===== config.mk =====
export PLATFORM = sky130hd
export DESIGN_NAME = audio_tone_generator_flat
export DESIGN_NICKNAME = d
export VERILOG_FILES = /design/src/rtl/audio_tone_pkg.sv /design/src/rtl/audio_tone_generator_if.sv /design/src/rtl/audio_tone_shaper.sv /design/src/rtl/audio_tone_generator.sv /design/src/flat_wrapper.sv
export SDC_FILE = /design/constraint.sdc
export NUM_CORES = 1
export LEC_CHECK = 0
export CORE_MARGIN = 10
export CORE_UTILIZATION = 50
export DETAILED_ROUTE_END_ITERATION = 8
export PLACE_DENSITY = 0.69
export SLEW_MARGIN = 15
export SYNTH_ARGS = -nofsm -noshare
export SYNTH_HDL_FRONTEND = slang
export SYNTH_SLANG_ARGS = --single-unit

===== constraint.sdc =====
create_clock -name clk_audio -period 6.8 [get_ports clk_audio]
set_clock_uncertainty 0.1 [all_clocks]
set_input_delay 0.68 -clock clk_audio [delete_from_list [all_inputs] [get_ports clk_audio]]
set_output_delay 0.68 -clock clk_audio [all_outputs]
set_load 0.005 [all_outputs]

===== src/rtl/audio_tone_pkg.sv =====
// ---------------------------------------------------------------------------
// audio_tone_pkg
// Shared types and constants for the stereo test-tone generator:
//   waveform_t    - waveform select encoding (matches the 2-bit waveform input)
//   tone_state_t  - mute/ramp state machine encoding
//   LFSR_SEED/TAPS- dither LFSR constants (used only with AUDIO_TONE_DITHER_EN)
//   step_toward   - move a gain value one step toward a target
// ---------------------------------------------------------------------------
package audio_tone_pkg;

    typedef enum logic [1:0] {
        SQUARE   = 2'b00,
        SAWTOOTH = 2'b01,
        TRIANGLE = 2'b10,
        SILENCE  = 2'b11
    } waveform_t;

    typedef enum logic [1:0] {
        IDLE      = 2'b00,
        RAMP_UP   = 2'b01,
        RUN       = 2'b10,
        RAMP_DOWN = 2'b11
    } tone_state_t;

    localparam logic [15:0] LFSR_SEED = 16'hACE1;
    // Taps 16,14,13,11 expressed as a mask over bits [15:0].
    localparam logic [15:0] LFSR_TAPS = 16'hB400;

    function automatic logic [7:0] step_toward(input logic [7:0] cur, input logic [7:0] tgt);
        if (cur < tgt) begin
            return cur + 8'd1;
        end else if (cur > tgt) begin
            return cur - 8'd1;
        end
        return cur;
    endfunction

endpackage


===== src/rtl/audio_tone_generator_if.sv =====
// ---------------------------------------------------------------------------
// audio_tone_generator_if
// Control and sample bus of the tone generator.
//   enable            - 1 = play, 0 = fade out and mute
//   waveform          - 00 square, 01 sawtooth, 10 triangle, 11 silence
//   amplitude         - target gain 0..255
//   phase_inc         - per-channel phase increment, [0] left, [1] right
//   audio_sample_word - signed samples, [0] left, [1] right
//   active            - generator is in RUN
//   ramp_busy         - gain is ramping up or down
// master: the controller/consumer side; slave: the generator itself.
// ---------------------------------------------------------------------------
interface audio_tone_generator_if #(
    parameter int AUDIO_BIT_WIDTH = 16,
    parameter int PHASE_WIDTH     = 16
);
    logic                                  enable;
    logic [1:0]                            waveform;
    logic [7:0]                            amplitude;
    logic [1:0][PHASE_WIDTH-1:0]           phase_inc;
    logic [1:0][AUDIO_BIT_WIDTH-1:0]       audio_sample_word;
    logic                                  active;
    logic                                  ramp_busy;

    modport master (
        output enable, waveform, amplitude, phase_inc,
        input  audio_sample_word, active, ramp_busy
    );

    modport slave (
        input  enable, waveform, amplitude, phase_inc,
        output audio_sample_word, active, ramp_busy
    );
endinterface


===== src/rtl/audio_tone_shaper.sv =====
// ---------------------------------------------------------------------------
// audio_tone_shaper
// Combinational waveform shaper: turns a phase accumulator value into a raw
// full-scale signed sample.
//   phase_i    in  PHASE_WIDTH       phase accumulator value
//   waveform_i in  waveform_t        selected waveform
//   raw_o      out AUDIO_BIT_WIDTH   signed raw sample
// ---------------------------------------------------------------------------
module audio_tone_shaper
    import audio_tone_pkg::*;
#(
    parameter int AUDIO_BIT_WIDTH = 16,
    parameter int PHASE_WIDTH     = 16
) (
    input  logic [PHASE_WIDTH-1:0]            phase_i,
    input  waveform_t                         waveform_i,
    output logic signed [AUDIO_BIT_WIDTH-1:0] raw_o
);
    localparam int W = AUDIO_BIT_WIDTH;
    localparam logic signed [W-1:0] MAX_POS = {1'b0, {(W-1){1'b1}}};

    logic [W-1:0] p;
    logic [W-2:0] fold;

    assign p = phase_i[PHASE_WIDTH-1 -: W];

    always_comb begin
        // Second half of the cycle mirrors the first, giving a symmetric ramp.
        fold  = p[W-1] ? ~p[W-2:0] : p[W-2:0];
        raw_o = '0;
        case (waveform_i)
            SQUARE:   raw_o = p[W-1] ? -MAX_POS : MAX_POS;
            SAWTOOTH: raw_o = {~p[W-1], p[W-2:0]};
            // (fold << 1) - 2^(W-1) is the same as inverting the top bit.
            TRIANGLE: raw_o = {~fold[W-2], fold[W-3:0], 1'b0};
            default:  raw_o = '0;
        endcase
    end
endmodule


===== src/rtl/audio_tone_generator.sv =====
// ---------------------------------------------------------------------------
// audio_tone_generator
// Stereo test-tone source. Two phase accumulators feed per-channel shapers;
// a shared gain, faded by a mute/ramp FSM, scales both channels so that
// starting and stopping the tone never clicks.
//
// Ports:
//   clk_audio  in   sample clock, one stereo sample per edge
//   reset      in   synchronous, active-high
//   bus        slave modport of audio_tone_generator_if
//
// Optional build macro AUDIO_TONE_DITHER_EN: adds a 16-bit LFSR that applies
// -1/0/+1 LSB of dither per channel outside IDLE, saturating to +/-M.
//
// state     | meaning
// ----------+-----------------------------------------------
// IDLE      | muted, phase held at 0, outputs forced to 0
// RAMP_UP   | gain stepping toward amplitude
// RUN       | playing, gain tracks amplitude by +/-1 per tick
// RAMP_DOWN | gain stepping toward 0, then IDLE
// ---------------------------------------------------------------------------
module audio_tone_generator
    import audio_tone_pkg::*;
#(
    parameter int AUDIO_BIT_WIDTH = 16,
    parameter int PHASE_WIDTH     = 16,
    parameter int RAMP_SHIFT      = 0
) (
    input  logic                   clk_audio,
    input  logic                   reset,
    audio_tone_generator_if.slave  bus
);
    localparam int W  = AUDIO_BIT_WIDTH;
    localparam int CW = (RAMP_SHIFT > 0) ? RAMP_SHIFT : 1;

    tone_state_t                  state_q, state_d;
    logic [7:0]                   gain_q, gain_d;
    logic [CW-1:0]                ramp_cnt_q, ramp_cnt_d;
    logic [1:0][PHASE_WIDTH-1:0]  phase_q, phase_d;
    logic [1:0][W-1:0]            sample_q, sample_d;
    logic                         tick;

    assign tick = (RAMP_SHIFT == 0) ? 1'b1 : (&ramp_cnt_q);

    // ---------------- state register ----------------
    always_ff @(posedge clk_audio) begin
        if (reset) begin
            state_q    <= IDLE;
            gain_q     <= '0;
            ramp_cnt_q <= '0;
            phase_q    <= '0;
            sample_q   <= '0;
        end else begin
            state_q    <= state_d;
            gain_q     <= gain_d;
            ramp_cnt_q <= ramp_cnt_d;
            phase_q    <= phase_d;
            sample_q   <= sample_d;
        end
    end

    // ---------------- next state / gain ----------------
    // The edge that changes direction only changes state; gain moves from
    // the following tick onward.
    always_comb begin
        state_d = state_q;
        gain_d  = gain_q;
        case (state_q)
            IDLE: begin
                if (bus.enable) state_d = RAMP_UP;
            end
            RAMP_UP: begin
                if (!bus.enable) begin
                    state_d = RAMP_DOWN;
                end else begin
                    if (tick) gain_d = step_toward(gain_q, bus.amplitude);
                    if (gain_d == bus.amplitude) state_d = RUN;
                end
            end
            RUN: begin
                if (!bus.enable) begin
                    state_d = RAMP_DOWN;
                end else if (tick) begin
                    gain_d = step_toward(gain_q, bus.amplitude);
                end
            end
            RAMP_DOWN: begin
                if (bus.enable) begin
                    state_d = RAMP_UP;
                end else begin
                    if (tick && (gain_q != 8'd0)) gain_d = gain_q - 8'd1;
                    if (gain_d == 8'd0) state_d = IDLE;
                end
            end
            default: state_d = IDLE;
        endcase
    end

    always_comb begin
        ramp_cnt_d = ramp_cnt_q + 1'b1;
        if ((state_d != state_q) || (RAMP_SHIFT == 0)) ramp_cnt_d = '0;
    end

    always_comb begin
        phase_d = '0;
        for (int c = 0; c < 2; c++) begin
            if ((state_q != IDLE) && (state_d != IDLE)) begin
                phase_d[c] = phase_q[c] + bus.phase_inc[c];
            end
        end
    end

`ifdef AUDIO_TONE_DITHER_EN
    logic [15:0] lfsr_q;

    always_ff @(posedge clk_audio) begin
        if (reset) begin
            lfsr_q <= LFSR_SEED;
        end else begin
            lfsr_q <= {lfsr_q[14:0], ^(lfsr_q & LFSR_TAPS)};
        end
    end
`endif

    // ---------------- per-channel datapath ----------------
    for (genvar c = 0; c < 2; c++) begin : g_chan
        logic signed [W-1:0] raw;
        logic signed [W+8:0] prod;
        logic signed [W-1:0] scaled;
        logic signed [W-1:0] shaped;

        audio_tone_shaper #(
            .AUDIO_BIT_WIDTH (AUDIO_BIT_WIDTH),
            .PHASE_WIDTH     (PHASE_WIDTH)
        ) u_shaper (
            .phase_i    (phase_q[c]),
            .waveform_i (waveform_t'(bus.waveform)),
            .raw_o      (raw)
        );

        // Gain is unsigned; a zero-extended signed operand keeps the multiply signed.
        assign prod   = raw * $signed({1'b0, gain_q});
        assign scaled = W'(prod >>> 8);

`ifdef AUDIO_TONE_DITHER_EN
        localparam logic signed [W:0] SAT_POS = {2'b00, {(W-1){1'b1}}};
        logic signed [1:0] dstep;
        logic signed [W:0] dsum;

        assign dstep = $signed({1'b0, lfsr_q[2*c]}) - $signed({1'b0, lfsr_q[2*c+1]});
        assign dsum  = $signed({scaled[W-1], scaled}) + $signed({{(W-1){dstep[1]}}, dstep});

        always_comb begin
            shaped = dsum[W-1:0];
            if (dsum > SAT_POS)       shaped = SAT_POS[W-1:0];
            else if (dsum < -SAT_POS) shaped = W'(-SAT_POS);
        end
`else
        assign shaped = scaled;
`endif

        assign sample_d[c] = (state_q == IDLE) ? '0 : shaped;
    end

    assign bus.audio_sample_word = sample_q;
    assign bus.active            = (state_q == RUN);
    assign bus.ramp_busy         = (state_q == RAMP_UP) || (state_q == RAMP_DOWN);

endmodule

===== src/flat_wrapper.sv =====
// flat-port wrapper written by rule: the top's interface ports become plain ports
module audio_tone_generator_flat import audio_tone_pkg::*;
#(
    parameter int AUDIO_BIT_WIDTH = 16,
    parameter int PHASE_WIDTH     = 16,
    parameter int RAMP_SHIFT      = 0
)
  (clk_audio, reset, bus_enable, bus_waveform, bus_amplitude, bus_phase_inc, bus_audio_sample_word, bus_active, bus_ramp_busy);
  audio_tone_generator_if #(.AUDIO_BIT_WIDTH(AUDIO_BIT_WIDTH), .PHASE_WIDTH(PHASE_WIDTH)) bus_i ();
  input  logic clk_audio;
  input  logic reset;
  input wire logic [$bits(bus_i.enable)-1:0] bus_enable;
  input wire logic [$bits(bus_i.waveform)-1:0] bus_waveform;
  input wire logic [$bits(bus_i.amplitude)-1:0] bus_amplitude;
  input wire logic [$bits(bus_i.phase_inc)-1:0] bus_phase_inc;
  output wire logic [$bits(bus_i.audio_sample_word)-1:0] bus_audio_sample_word;
  output wire logic [$bits(bus_i.active)-1:0] bus_active;
  output wire logic [$bits(bus_i.ramp_busy)-1:0] bus_ramp_busy;
  assign bus_i.enable = bus_enable;
  assign bus_i.waveform = bus_waveform;
  assign bus_i.amplitude = bus_amplitude;
  assign bus_i.phase_inc = bus_phase_inc;
  assign bus_audio_sample_word = bus_i.audio_sample_word;
  assign bus_active = bus_i.active;
  assign bus_ramp_busy = bus_i.ramp_busy;
  audio_tone_generator #(.AUDIO_BIT_WIDTH(AUDIO_BIT_WIDTH), .PHASE_WIDTH(PHASE_WIDTH), .RAMP_SHIFT(RAMP_SHIFT)) u_core (.clk_audio(clk_audio), .reset(reset), .bus(bus_i));
endmodule

==> flow_summary.ini <==
[global_routing]
antenna_found_initial = 0
grt_pass1_vias = 11753
track_usage = 0.201
grt_pass1_wl_um = 56300
grt_max_degree = 37
grt_overflow = 0

[place]
numPortBuffers = 78
dp_hpwl_um = 26100
place.gp.congestion = 0.911

[synthesis]
seq_area_frac_synth = 0.109
ys_types = 79
yosys.area.top_type = fa_1
yosysTopAreaCellShare = 0.294
synth_edf_count = 0
synth_nets = 2009
syn-mean-instance-area_um2 = 8.31
synth_cells = 1637
ys_seq_elements = 74
synth_top_flop_cell = dfxtp_1
synthTopCellsByArea = fa_1, ha_1, dfxtp_1
yosysWarnings = 0
netlist_area_um2 = 13600
synthArstFlopShare = 0

[clock_network]
clk_pin_slew_ns = 0.06
cts_sinks = 74
cts_buffer_depth = 2
cts_setup_buffers = 0
cts_root_buf = clkbuf_16
numCtsBuffers = 9
htree_levels = 3
cts_hold_buf = 0
cts_tree = yes
cts_resized = 0
clk_latency_ns = 0.36

[routing]
wire_per_inst_um = 15.9
first_pass_iters = 5
viasPerCell = 5.36
totalWireLength_um = 32600
ant_nets = 0
drc_errors = 0
vias = 11025
dr.first_iter.drc_count = 602

[sta]
slew_headroom = 0.452
period_needed_ns = 6.36
tightest_slew_ns = 0.821
fmax_mhz = 157
finalSetupViolations = 0
finalCritPeriodShare = 0.935
rsz0062_at_grt = no
final-max-slew-violation-count = 0
hold_viol = 0
setup-tns-final_ns = 0

[critical_path]
endpoint_kind = register
rrSetupSlack_ns = 0.81
worstPathMaxFanout = 13
critical_path_class = input port to register
cp-startpoint = bus_waveform[1]
critical_path_required_ns = 6.92
reg2reg_from = u_core.phase_q[31]
critPathLaunchType = input port
arrival_ns = 6.48

[floorplan]
die_h_um = 185
pin_count = 79
die_w_um = 185
start_util = 0.506
num_rows = 60
die_area_um2 = 34200
fp.coreArea_um2 = 26900

[cells_and_area]
num-nets-final = 2081
drive_gt1_frac = 0.0624
area_growth_syn_to_layout_pct = 12.1
n_antenna_cell = 0
fin_util = 0.567

[worst_hold_path]
min_path_type = register to register
hp-start = u_core.phase_q[0]

[pwr]
leakagePower_nw = 7.47
total_power_w = 0.00264
power_density_nw_per_um2 = 173
peakVddDrop_v = 0.000100

[run_status]
status = complete, no violations

[job]
maxCapViolations = 0
stage by stage:
stage               area, µm²  instances  setup slack [ns]  hold slack, ns
floorplan               13600       1637             0.458           0.478
global placement        14900       2039             0.200           0.506
detailed placement      14900       2039             0.115           0.528
CTS                     15200       2055             0.448           0.543
global route            15200       2055            0.0119           0.580
finish                  15200       2055             0.442           0.533
cell usage after synthesis, drive strengths merged (16+ instances only):
cell type / instances
nor2: 93
and2: 89
nor3: 36
nand3: 22
nor2b: 24
ha: 127
o21ai: 46
a21o: 18
nand2: 211
nand2b: 18
clkbuf: 59
a21oi: 63
fa: 200
xor2: 17
xnor2: 73
dfxtp: 74
o22ai: 16
inv: 294
cells in the final DEF, fill, tap and decap left out, drive strengths merged, types with 17 or more instances in the layout:
master,synthesis,routed
inv,294,295
nand3,22,22
ha,127,127
nand2b,18,18
xnor2,73,73
nand2,211,211
nor3,36,36
nor2,93,93
a21o,18,18
a21oi,63,63
xor2,17,17
buf,10,52
nor2b,24,24
o21ai,46,46
and2,89,89
dfxtp,74,74
clkdlybuf4s50,0,78
fa,200,200
worst paths after layout:
check | to | cells after the start
setup / recovery | u_core.bus.audio_sample_word[30] | 21
hold / removal | u_core.phase_q[0] | 3
setup reg to reg | u_core.bus.audio_sample_word[30] | 22
hold reg to reg | u_core.phase_q[0] | 3
per-layer routing:
metal / vias up / part of all wire / track usage
met5: - / 0 / 0
met4: 0 / 0.028 / 0.0705
met3: 59 / 0.034 / 0.0233
met2: 219 / 0.51 / 0.362
met1: 5385 / 0.43 / 0.239
li1: 5362 / - / -
worst max-delay path: stages:
cell and delay [ns]:
clkdlybuf4s50_1 0.52, nand2_1 0.24, mux2_2 0.34, o22ai_1 0.24, nand2_1 0.13, fa_1 0.55, inv_1 0.05, fa_1 0.50
inv_1 0.05, fa_1 0.53, inv_1 0.05, fa_1 0.44, ha_1 0.31, nand4_1 0.12, a2111oi_2 0.40, o2111ai_1 0.25
a41oi_2 0.36, nand4_1 0.14, a31oi_1 0.36, o21a_1 0.17, nor3_1 0.05
flip-flops by register name, indices dropped and copies added (netlist names):
register,flops
u_core.bus.audio_sample_word,32
u_core.phase_q,32
u_core.gain_q,8
u_core.state_q,2
cell families after synthesis:
group | after synthesis | share of synthesized area
fa+ha+maj | 327 | 0.411
flops | 74 | 0.109
compound gates | 236 | 0.118
buf+inv | 363 | 0.104
xor+xnor | 90 | 0.0580
simple gates | 533 | 0.188
mux | 14 | 0.0116
final cells by class:
class,count,area [µm²]
Tap cell,341,427
Fill cell,2486,11600
Timing Repair Buffer,130,1170
Sequential cell,74,1480
Multi-Input combinational cell,1200,10700
Clock buffer,10,229
Inverter,294,1100
Clock inverter,6,113
where the power goes:
group	leakage (nW)	internal (W)	switching [W]	total, W
combinational	6.70	0.000651	0.000846	0.00150
clock	0.167	0.000361	0.000217	0.000578
sequential	0.604	0.000493	0.0000709	0.000563
total	7.47	0.00150	0.00113	0.00264
Note: power is estimated with default switching activity, not from simulation.
